`src/rtl/product_bcd_pkg.sv`:
```
// Shared constants and FSM state type for the multiplier-to-display datapath.
package product_bcd_pkg;

  localparam int unsigned PROD_W     = 10;
  localparam int unsigned BCD_DIGITS = 4;

  typedef enum logic [1:0] {
    StIdle,
    StConv,
    StDone
  } conv_state_e;

endpackage

```
`src/rtl/bcd_digit_adj.sv`:
```
// Double-dabble digit correction: a BCD digit of 5 or more gets +3 before the shift.
module bcd_digit_adj (
  input  logic [3:0] digit_i,
  output logic [3:0] digit_o
);

  always_comb begin
    digit_o = digit_i;
    if (digit_i >= 4'd5) begin
      digit_o = digit_i + 4'd3;
    end
  end

endmodule

```
`src/rtl/product_bcd_conv.sv`:
```
// Sequential binary-to-BCD converter (shift-and-add-3, one bit per clock) with
// valid/ready handshakes on both sides.
module product_bcd_conv
  import product_bcd_pkg::*;
#(
  parameter int unsigned IN_W   = PROD_W,
  parameter int unsigned DIGITS = BCD_DIGITS
) (
  input  logic                  clk,
  input  logic                  rst,
  input  logic                  in_valid,
  output logic                  in_ready,
  input  logic [IN_W-1:0]       product,
  output logic                  out_valid,
  input  logic                  out_ready,
  output logic [4*DIGITS-1:0]   bcd
);

  localparam int unsigned AccW = 4 * DIGITS;
  localparam int unsigned CntW = (IN_W > 1) ? $clog2(IN_W) : 1;

  conv_state_e           state_q, state_d;
  logic [CntW-1:0]       cnt_q, cnt_d;
  logic [IN_W-1:0]       bin_q, bin_d;
  logic [AccW-1:0]       acc_q, acc_d;
  logic [AccW-1:0]       bcd_q, bcd_d;
  logic                  out_valid_q, out_valid_d;

  logic [AccW-1:0]       acc_adj;
  logic [AccW-1:0]       acc_shift;

  for (genvar g = 0; g < DIGITS; g++) begin : g_adj
    bcd_digit_adj u_adj (
      .digit_i (acc_q[4*g +: 4]),
      .digit_o (acc_adj[4*g +: 4])
    );
  end

  // The top accumulator bit is always zero when 10^DIGITS > 2^IN_W - 1, so truncation is safe.
  assign acc_shift = AccW'({acc_adj, bin_q[IN_W-1]});

  assign in_ready  = (state_q == StIdle) && !rst;
  assign out_valid = out_valid_q;
  assign bcd       = bcd_q;

  always_comb begin
    state_d     = state_q;
    cnt_d       = cnt_q;
    bin_d       = bin_q;
    acc_d       = acc_q;
    bcd_d       = bcd_q;
    out_valid_d = out_valid_q;
    unique case (state_q)
      StIdle: begin
        if (in_valid) begin
          bin_d   = product;
          acc_d   = '0;
          cnt_d   = '0;
          state_d = StConv;
        end
      end
      StConv: begin
        acc_d = acc_shift;
        bin_d = bin_q << 1;
        cnt_d = cnt_q + CntW'(1);
        if (cnt_q == CntW'(IN_W - 1)) begin
          bcd_d       = acc_shift;
          out_valid_d = 1'b1;
          state_d     = StDone;
        end
      end
      StDone: begin
        if (out_ready) begin
          out_valid_d = 1'b0;
          state_d     = StIdle;
        end
      end
      default: state_d = StIdle;
    endcase
  end

  always_ff @(posedge clk) begin
    if (rst) begin
      state_q     <= StIdle;
      cnt_q       <= '0;
      bin_q       <= '0;
      acc_q       <= '0;
      bcd_q       <= '0;
      out_valid_q <= 1'b0;
    end else begin
      state_q     <= state_d;
      cnt_q       <= cnt_d;
      bin_q       <= bin_d;
      acc_q       <= acc_d;
      bcd_q       <= bcd_d;
      out_valid_q <= out_valid_d;
    end
  end

endmodule

```
`config.mk`:
```
export PLATFORM = sky130hd
export DESIGN_NAME = product_bcd_conv
export DESIGN_NICKNAME = d
export VERILOG_FILES = /design/src/rtl/product_bcd_pkg.sv /design/src/rtl/bcd_digit_adj.sv /design/src/rtl/product_bcd_conv.sv
export SDC_FILE = /design/constraint.sdc
export NUM_CORES = 1
export LEC_CHECK = 0
export BUFFER_PORTS_ARGS = -buffer_cell sky130_fd_sc_hd__buf_2
export CORE_UTILIZATION = 37
export DETAILED_ROUTE_END_ITERATION = 7
export RECOVER_POWER = 50
export SLEW_MARGIN = 10
export SYNTH_ARGS = -nofsm -noshare
export SYNTH_HDL_FRONTEND = slang
export SYNTH_HIERARCHICAL = 1
export SYNTH_SLANG_ARGS = --single-unit
```
`constraint.sdc`:
```
create_clock -name clk -period 1.4 [get_ports clk]
set_input_delay 0.42 -clock clk [delete_from_list [all_inputs] [get_ports clk]]
set_output_delay 0.42 -clock clk [all_outputs]
set_load 0.02 [all_outputs]
```
### After elaboration in Yosys (flattened, before gate mapping)

Cells that the tools add are included.

| word-level totals | value |
|---|---|
| logic and storage cells | 47 |
| input bits | 14 |
| register bits after elaboration | 49 |
| output and inout bits | 18 |

| cells by class | value |
|---|---|
| reduce and logical (&&, ||, !) cells | 9 |
| mux-type cells | 17 |
| equality and inequality tests | 6 |
| add/subtract/negate cells | 5 |
| order comparisons | 4 |

Operators with widths:

| cell | number |
|---|---|
| $pmux 16 s2 | 1 |
| $pmux 10 s2 | 1 |
| $ge 4x3->1 const B | 4 |
| $mux 16 | 1 |
| $mux 4 | 4 |
| $add 4x2->4 const B | 3 |
| $mux 10 | 1 |
| $pmux 4 s2 | 1 |
| $mux 2 | 3 |
| $ne 2x2->1 const B | 3 |
| $pmux 2 s3 | 1 |
| $reduce_and 3->1 | 2 |
| $add 4x1->4 const B | 1 |
| $eq 4x4->1 const B | 1 |
| $reduce_and 2->1 | 2 |
| $reduce_bool 2->1 | 2 |
| $add 3x2->3 const B | 1 |
| $mux 3 | 1 |
| $eq 2x1->1 const B | 1 |
| $eq 2x2->1 const B | 1 |
| $logic_not 2->1 | 1 |
| $mux 1 | 2 |
| $pmux 1 s2 | 1 |
| $logic_and 1x1->1 | 1 |
| $logic_not 1->1 | 1 |

### Logic depth before layout (Yosys ltp)

| logic depth | value |
|---|---|
| depth after elaboration | 3 |
| mapped depth | 7 |
| depth with buffers taken out | 7 |

### Cells and area by module

The synthesis kept the hierarchy.

Modules (own cells, without submodules):

| module | cells each | sequential area each (µm²) | area an instance (µm²) | instances |
|---|---|---|---|---|
| product_bcd_conv | 223 | 980.9 | 2114.5 | 1 |
| bcd_digit_adj | 16 | 0.0 | 101.3 | 4 |

### Least setup slack after synthesis

No wires, ideal clock.

| timing path | value |
|---|---|
| path kind | input -> output |
| start point | in rst |
| end point | out in_ready |
| buffers on the path | 2 |
| arrival time | 1195 ps |
| stages on the path | 3 |
| setup slack | -215 ps |
| path through | clkbuf_1 > clkbuf_1 > nor3_1 |

| on the way | value |
|---|---|
| cells in the longest elaborated chain, start to end | 2 |

Ends and longest elaborated chain:

| element | RTL line | text |
|---|---|---|
| start, declared | product_bcd_conv.sv:10 | `input logic rst,` |
| $logic_not 1->1 | product_bcd_conv.sv:42 | `assign in_ready = (state_q == StIdle) && !rst;` |
| $logic_and 1x1->1 | product_bcd_conv.sv:42 |  |
| end, declared | product_bcd_conv.sv:12 | `output logic in_ready,` |

No other way between the ends.

### Final worst setup path

| timing path | value |
|---|---|
| start point | reg acc_q[5] |
| end point | reg bcd_q[6], in the netlist bcd[6] |

| on the way | value |
|---|---|
| cells in the longest elaborated chain, start to end | 2 |
| elaborated cells between the ends (all ways) | 3 |
| those cells by class | add/sub: 1; order compare: 1; mux: 1 |

Ends and longest elaborated chain:

| element | RTL line | text |
|---|---|---|
| start, declared | product_bcd_conv.sv:25 | `logic [AccW-1:0] acc_q, acc_d;` |
| start signal, assigned | product_bcd_conv.sv:87 | `acc_q <= '0;` |
| start signal, assigned | product_bcd_conv.sv:94 | `acc_q <= acc_d;` |
| $add 4x2->4 / $ge 4x3->1 (equally long branches) | bcd_digit_adj.sv:10, bcd_digit_adj.sv:9 |  |
| $mux 4 * | bcd_digit_adj.sv:9 | `if (digit_i >= 4'd5) begin` |
| via acc_adj[5] | product_bcd_conv.sv:29 | `logic [AccW-1:0] acc_adj;` |
| end signal, assigned | product_bcd_conv.sv:88 | `bcd_q <= '0;` |
| end signal, assigned | product_bcd_conv.sv:95 | `bcd_q <= bcd_d;` |
| end, declared | product_bcd_conv.sv:26 | `logic [AccW-1:0] bcd_q, bcd_d;` |

Mark *: on every way through the listed nets, which the timed path passes. The rest lies on a longest branch.
A chain may end at the register's enable or synchronous reset.

==> key figures <==
Drt
  • Met2 Wirelength: 2370 um
  • WL met1: 2720 um
  • Drt pass-1 iters: 6
  • Routed Antenna Nets: 0
  • Detailed-route vias per instance: 5.05
  • Highest metal used: met4
  • Via count: 2046
  • Violation count after the first detailed-route iteration: 99
  • Met3 WL post-DR: 135 um
  • Remaining DRCs: 6
  • WL/cell: 13.0 um
  • Routed WL: 5270 um

STA
  • Final count of pins violating max slew: 0
  • Unrepaired setup endpoints after global routing: yes
  • Final worst setup slack: -75.3 ps
  • Min Clock Period, post-route: 1480 ps
  • Final Hold Vio Count: 0
  • Setup Skew: 12.0 ps
  • Measured slew at the worst slew-check pin: 271 ps
  • Slew margin rel.: 82.0%
  • Final worst-path cycle share: 105%
  • Highest Clock Rate: 678 MHz
  • Setup TNS Final: -223 ps
  • Final Setup Violations: 6

Power and ir drop
  • PwrDens: 863 nW/um^2
  • Leak pwr: 1.19 nW
  • Peak supply drop: 0.546 mV

Yosys
  • Mapped Area: 2500 um^2
  • YS warnings: 6
  • Syn Nets: 307
  • Post-Syn Instances: 283
  • Syn_area_per_cell: 8.83 um^2

Clocking
  • Reg clk slew, reported paths: 90 ps
  • CTS Buf Count: 5
  • Clock Sinks: 49
  • H-tree levels: 2
  • CTS root buf: clkbuf_8
  • CTS tree: yes
  • CTS Hold Buffers Added: 0
  • Clock latency on the worst-skew pair: 290 ps
  • Clk buf depth: 2

Layout
  • Commonest cells after routing, fill and taps aside: 39 x dfxtp_1, 38 x nor2_1, 21 x buf_4, 20 x nand2_1, 18 x nand3_1
  • Final Util: 49.9%
  • Area growth, synth to finish: 28.1%
  • Proportion of layout cells with a drive suffix above 1: 33.8%
  • Most common cell after layout, fill and taps aside: dfxtp_1
  • Final instance area: 3200 um^2
  • NumNets Final: 351
  • Antenna cells: 0

Status
  • Failing checks: design-rule violations, negative setup slack
  • Status: finished, violations left

GRT
  • Grt total ovfl: 0
  • Largest net degree at the start of global routing: 50
  • First-pass GRT wire length: 8600 um
  • Number of global-route vias before repair: 1914
  • GR Util All Layers: 14.7%
  • Initial antenna violation count: 0

Floorplanning
  • Die area: 7090 um^2
  • Die Width: 84.2 um
  • Number of core rows: 29
  • Ports: 32
  • Starting Density: 38.9%
  • Core box area: 6420 um^2
  • Die Y: 84.2 um

Worst setup path
  • WP data arrival: 1710 ps
  • CP max FO: 3
  • Crit Path Category: reg -> reg
  • Worst setup EP type: register
  • Critical Path RT: 1640 ps
  • Startpoint types: register

Placement
  • Placement Cell Area: 2850 um^2
  • DP HPWL: 3110 um
  • PortBufs: 31
  • GP Congestion: 0.773

Hold path
  • Worst Hold Class: in -> reg

Run
  • MaxCap Viol Count: 0
-- critical path: stages, from the launching register on --
cell and delay, ps:
dfxtp_2 340, inv_2 50, ha_2 160, nand2b_4 150, a21oi_4 200, mux2i_2 260
nand3_1 120, a21oi_2 140
-- where the power goes --
part           total (mW)  switching [mW]  internal (mW)
combinational       0.267           0.151          0.116
sequential           1.44          0.0219           1.42
clock                1.05           0.472          0.581
-- final cells by class --
cell class / instances / area, um^2
Fill cell: 594 / 3220
Multi-Input combinational cell: 200 / 1530
Sequential cell: 49 / 1000
Timing Repair Buffer: 60 / 407
Tap cell: 77 / 96.3
Clock buffer: 6 / 82.6
Inverter: 11 / 48.8
Clock inverter: 2 / 37.5
-- registers in the layout, summed over array words and instances (netlist names) --
name       count
cnt_q          4
bcd           16
out_valid      1
bin_q         10
acc_q         16
state_q        2
-- repair_timing --
item / in CTS / in global routing
resized for setup: 25 / 34
endpoints found under the setup margin: 14 / 23
setup buffers: 2 / 6
pin swaps: 10 / 21
-- layer usage --
| metal | up-vias | track usage, % |
|---|---|---|
| li1 | 1069 | - |
| met1 | 947 | 19.2 |
| met2 | 28 | 24.7 |
| met3 | 2 | 2.75 |
| met4 | 0 | 4.70 |
| met5 | - | 0 |
-- final timing paths --
kind,startpoint,to,slack (ps),cells after the start
max,acc_q[5]$_SDFFE_PP0P_,bcd[6]$_SDFFE_PP0P_,-80,7
min,out_ready,state_q[1]$_SDFFE_PP0P_,390,3
max reg2reg,acc_q[5]$_SDFFE_PP0P_,bcd[6]$_SDFFE_PP0P_,-80,7
min reg2reg,out_valid$_SDFFE_PP0P_,out_valid$_SDFFE_PP0P_,470,2
-- metrics by stage --
| stage | setup slack [ps] | std cells | power, mW | hold WS, ps |
|---|---|---|---|---|
| global route | -162 | 405 | 2.89 | 386 |
| global placement | -36.6 | 390 | 1.74 | 455 |
| floorplan | 2.02 | 283 | 1.65 | 448 |
| finish | -75.3 | 405 | 2.76 | 390 |
| detailed placement | -71.6 | 390 | 1.74 | 453 |
| CTS | -30.6 | 399 | 2.81 | 376 |
Power figures use the tool's default switching activity.
